`src/rtl/regfile_sb.sv`:
```
`default_nettype none
// ============================================================================
// Module      : regfile_sb
// Description : Integer architectural register file with a per-register
//               busy-bit scoreboard.
//               - NREGS registers of XLEN bits; register 0 always reads zero.
//               - Two combinational read ports and one synchronous write port.
//               - BYPASS=1 forwards same-cycle write data to the read ports.
//               - Busy bits let issue detect RAW hazards on in-flight
//                 destinations: set by bs_ena, cleared by a writeback to the
//                 same register, and cleared all at once by flush.
// Ports       : clk, rst             clock, synchronous active-high reset
//               w_addr/w_data/w_ena  write port (writeback)
//               r_addr1/2, r_ena1/2  read addresses and enables
//               r_data1/2            read data (combinational)
//               r_busy1/2            source has a pending producer (comb.)
//               bs_ena/bs_addr       mark a destination busy (issue)
//               flush                clear every busy bit
// Revision    : 1.0 - initial release
// ============================================================================
module regfile_sb #(
    parameter int XLEN   = 64,
    parameter int NREGS  = 32,
    parameter int BYPASS = 1
) (
    input  logic                       clk,
    input  logic                       rst,
    input  logic [$clog2(NREGS)-1:0]   w_addr,
    input  logic [XLEN-1:0]            w_data,
    input  logic                       w_ena,
    input  logic [$clog2(NREGS)-1:0]   r_addr1,
    input  logic [$clog2(NREGS)-1:0]   r_addr2,
    input  logic                       r_ena1,
    input  logic                       r_ena2,
    output logic [XLEN-1:0]            r_data1,
    output logic [XLEN-1:0]            r_data2,
    output logic                       r_busy1,
    output logic                       r_busy2,
    input  logic                       bs_ena,
    input  logic [$clog2(NREGS)-1:0]   bs_addr,
    input  logic                       flush
);

    localparam int c_AW = $clog2(NREGS);

    // ------------------------------------------------------------------------
    // Storage
    // ------------------------------------------------------------------------
    logic [XLEN-1:0]  r_regs [NREGS];
    logic [NREGS-1:0] r_busy;

    // Register 0 is held at zero by the same block that owns the array, so
    // a write to address 0 simply has no effect.
    always_ff @(posedge clk) begin
        for (int i = 0; i < NREGS; i++) begin
            if (rst || (i == 0)) begin
                r_regs[i] <= '0;
            end else if (w_ena && (w_addr == i[c_AW-1:0])) begin
                r_regs[i] <= w_data;
            end
        end
    end

    // Busy priority: flush > set by a newly issued producer > clear by
    // writeback. A set beats a same-cycle clear of the same register because
    // the writeback belongs to the older producer.
    always_ff @(posedge clk) begin
        for (int i = 0; i < NREGS; i++) begin
            if (rst || flush || (i == 0)) begin
                r_busy[i] <= 1'b0;
            end else if (bs_ena && (bs_addr == i[c_AW-1:0])) begin
                r_busy[i] <= 1'b1;
            end else if (w_ena && (w_addr == i[c_AW-1:0])) begin
                r_busy[i] <= 1'b0;
            end
        end
    end

    // ------------------------------------------------------------------------
    // Read ports
    // ------------------------------------------------------------------------
    logic [c_AW-1:0] w_raddr [2];
    logic            w_rena  [2];

    assign w_raddr[0] = r_addr1;
    assign w_raddr[1] = r_addr2;
    assign w_rena[0]  = r_ena1;
    assign w_rena[1]  = r_ena2;

    generate
        for (genvar p = 0; p < 2; p++) begin : g_rport
            logic            w_hit;
            logic [XLEN-1:0] w_rdata;
            logic            w_rbusy;

            // Forwarding hit: the register being read is written this cycle.
            // The value is therefore available now, so it is not reported busy.
            assign w_hit = (BYPASS != 0) && w_ena && (w_addr == w_raddr[p]);

            always_comb begin
                w_rdata = '0;
                w_rbusy = 1'b0;
                if (!rst && w_rena[p] && (w_raddr[p] != '0)) begin
                    if (w_hit) begin
                        w_rdata = w_data;
                    end else begin
                        w_rdata = r_regs[w_raddr[p]];
                        w_rbusy = r_busy[w_raddr[p]];
                    end
                end
            end
        end
    endgenerate

    assign r_data1 = g_rport[0].w_rdata;
    assign r_data2 = g_rport[1].w_rdata;
    assign r_busy1 = g_rport[0].w_rbusy;
    assign r_busy2 = g_rport[1].w_rbusy;

endmodule
`default_nettype wire

```
`config.mk`:
```
export PLATFORM = sky130hd
export DESIGN_NAME = regfile_sb
export DESIGN_NICKNAME = d
export VERILOG_FILES = /design/src/rtl/regfile_sb.sv
export SDC_FILE = /design/constraint.sdc
export NUM_CORES = 2
export LEC_CHECK = 0
export BUFFER_PORTS_ARGS = -buffer_cell sky130_fd_sc_hd__buf_2
export CAP_MARGIN = 10
export CORE_MARGIN = 4
export CORE_UTILIZATION = 58
export CTS_CLUSTER_DIAMETER = 200
export DETAILED_ROUTE_END_ITERATION = 10
export PLACE_DENSITY_LB_ADDON = 0.05
export SYNTH_ARGS = -nofsm -noshare
export SYNTH_HDL_FRONTEND = slang
export SYNTH_SLANG_ARGS = --single-unit
```
`constraint.sdc`:
```
create_clock -name clk -period 2.6 [get_ports clk]
set_input_delay 0 -clock clk [delete_from_list [all_inputs] [get_ports clk]]
set_output_delay 0 -clock clk [all_outputs]
set_load 0.02 [all_outputs]
```
==> run_results.csv <==
group,metric,value,unit
outcome,status,"complete, but fails checks",
outcome,violations,"negative setup slack",
sta,max_slew_margin,2.23,%
sta,slew_violations,0,
floorplan,rows,158,
setup_path,r2r_slack,770,ps
pwr,p_leak,44.4,nW
yosys,syn_nets,7887,
setup_path,crit_fanout,2,
pwr,ir_drop,0.624,mV
yosys,synth_edf_count,1984,
pwr,cellInternalPower,59.1,mW
sta,setup_ws,-442,ps
placed_design,post_dp_cell_area,117000,um^2
cells_and_area,nets,8114,
pwr,power_density,625,nW/um^2
clock_tree,cts-root-buf,"clkbuf_16",
placed_design,dpl.hpwl,266000,um
setup_path,startpoint_type,"flop",
yosys,synth-xor-area-share,0.0805,%
yosys,synthCells,7796,
route,viasPerCell,7.43,
yosys,synthAdderAreaFrac,0,%
yosys,synth-compound-area-share,6.15,%
setup_path,arrival,3040,ps
cells_and_area,fin_util,69.0,%
floorplan,initial_core_util,58.5,%
sta,fmax,329,MHz
clock_tree,cts_buffers,215,
route,ant_nets,0,
global_routing,grt_pass1_vias,78181,
setup_path,worst_ep_required_time,2600,ps
setup_path,path_cells,"mux4_2 > mux2_4 > or3_1 > o311a_1 > a32o_2 > buf_6",
floorplan,die_width,441,um
clock_tree,clk_pin_slew_worst_paths,60,ps
sta,hold_slack,79.4,ps
sta,finalCritPeriodShare,117,%
sta,tightest_slew,1460,ps
placed_design,place_inst,10211,
pwr,p_sw,21.2,mW
route,drt_first_pass_iters,8,
clock_tree,clk_latency,870,ps
sta,hold_viol,0,
cells_and_area,syn2layout_area_growth,18.0,%
route,vias,79662,
sta,fin_skew,0,ps
route,drc,0,
pwr,power.total,80.2,mW
global_routing,track_usage,44.6,%
yosys,ys_types,59,
floorplan,core,186000,um^2
clock_tree,cts_tree,"yes",
route,wl_per_cell,40.5,um
pwr,clkPwrFrac,37.5,%
pwr,combPwrFrac,14.6,%
sta,setup-tns-final,-8140,ps
yosys,syn_area_per_cell,14.0,um^2
global_routing,grt_pass1_wl,602000,um
cells_and_area,stdcell_count,10720,
clock_tree,clock_sink_count,2015,
clock_tree,clock_path_buffers,3,
route,initialDrtViolationCount,14425,
global_routing,grt_remaining_overflow,0,
yosys,async_flop_share,0,%
sta,rsz0062_at_grt,"yes",
yosys,muxShareOfSynthArea,21.2,%
setup_path,setup.worst_path.end_class,"output port",
pwr,swShare,26.4,%
placed_design,portBuffers,220,
yosys,yosys_most_used_dff,"edfxtp_1",
global_routing,antenna_found_initial,40,
setup_path,slowest_delay,480,ps
yosys,yosysWarnings,0,
cells_and_area,drive_gt1_share,30.7,%
floorplan,io_pins,221,
sta,period_needed,3040,ps
yosys,synthSimpleGateAreaFrac,13.7,%
clock_tree,ctsHtreeMaxLevel,4,
floorplan,die-area,195000,um^2
setup_path,crit_slowest_cell,"mux4_2",
route,drt-total-wl,435000,um
sta,finalSetupViolations,64,
yosys,yosys_register_bits,2015,
setup_path,path_class,"flop to output port",
floorplan,fp.dieH,441,um
placed_design,pre_cts_ws,-235,ps
cells_and_area,final_area,128000,um^2
min_path,hp-class,"input port to flop",
yosys,ys_seq_area_share,55.3,%
job,cap_violations,0,
global_routing,grt_max_degree,198,
yosys,syn-cell-area,109000,um^2
pwr,sequentialPowerShare,47.9,%
yosys,synth_top_family_by_area,"multiplexers",
placed_design,gp_congestion,0.946,
==> sequential cells by signal, summed over array words and instances, names as in the netlist <==
register  flops
r_busy       31
r_regs     1984
==> cell families after synthesis <==
family	count (synthesis)
buffers and inverters	894
AO/OA/AOI/OAI	918
flip-flops	2015
XOR/XNOR	10
AND/OR/NAND/NOR	2663
multiplexers	1296
==> synth_stat cells (all sizes together), types with 4 or more instances <==
cell,instances,share of area (%)
a21oi,142,0.65
a221o,36,0.33
a221oi,115,0.93
a22o,17,0.14
a22oi,183,1.3
a31oi,20,0.12
a32o,29,0.27
a32oi,10,0.081
and2,1680,9.7
buf,251,1.3
clkbuf,627,2.2
dfxtp,31,0.57
edfxtp,1984,55
inv,15,0.052
mux2,253,2.6
mux2i,264,2.4
mux4,779,16
nand2,318,1.1
nand2b,11,0.063
nand3,44,0.20
nand4,10,0.058
nor2,193,0.67
nor2b,70,0.40
nor3,317,1.5
nor3b,4,0.028
o2111ai,16,0.13
o211ai,20,0.14
o21ai,100,0.46
o221ai,55,0.44
o22a,28,0.23
o22ai,89,0.51
o311ai,44,0.35
or2,6,0.035
xor2,9,0.072
==> cell type report <==
type,count,area (um^2)
antenna,32,80.1
clock buffer,275,5780
clock inverter,127,982
fill,12675,57700
inverter,16,66.3
multi-input combinational,4887,48100
sequential,2015,60200
tap,2480,3100
timing repair buffer,888,10000
==> what timing repair did <==
item,CTS,global route
buffers inserted,15,4
gates resized for setup,578,181
pin swaps,237,110
endpoints found under the hold margin,1926,0
cloned,0,0
endpoints found under the setup margin,119,125
hold buffers,94,0
==> critical path: cells and delay by family (launching register included) <==
kind,cells,cell delay [ps]
flops,1,390
buf+inv,1,170
mux,2,800
simple gates,1,330
compound gates,2,480
==> metal layers <==
| metal | global-route usage (%) | vias to the layer above | wire [um] |
|---|---|---|---|
| met3 | 13.6 | 1582 | 64100 |
| li1 | - | 30596 | - |
| met5 | 0.176 | - | 67 |
| met4 | 28.0 | 10 | 31400 |
| met1 | 58.8 | 40162 | 148000 |
| met2 | 64.9 | 7312 | 191000 |
==> worst paths after layout <==
path / from / endpoint / cells after the start
max reg2reg: r_busy[12] / r_busy[12] / 4
min: w_addr[3] / r_regs[15][25] / 4
max: r_regs[19][5] / r_data2[5] / 6
min reg2reg: r_busy[15] / r_busy[15] / 2
==> cell usage in the layout, fill, tap and decap left out, types with 55 or more instances in the layout <==
cell / count
mux4_2: 779
buf_2: 100
edfxtp_1: 1984
a22oi_1: 127
nor2_1: 142
clkbuf_16: 222
dlygate4sd3_1: 94
buf_6: 102
a21oi_1: 59
a22oi_2: 56
mux2_1: 109
mux2i_1: 240
and2_1: 1676
a21oi_2: 55
nor3_1: 315
nor2b_1: 60
a221oi_1: 82
mux2_2: 122
buf_12: 233
nand2_1: 254
buf_4: 350
o22ai_1: 74
==> power by group through the flow <==
stage / Sequential [mW] / Combinational (mW) / Clock, mW
6_report: 38.4 / 11.7 / 30.1
5_1_grt: 38.5 / 11.9 / 31.5
4_1_cts: 38.3 / 11.1 / 30.1
3_5_place_dp: 39.0 / 10.4 / 0
3_3_place_gp: 38.9 / 10.3 / 0
2_1_floorplan: 38.7 / 6.04 / 0
No activity file was read; power rests on OpenSTA's default activity.
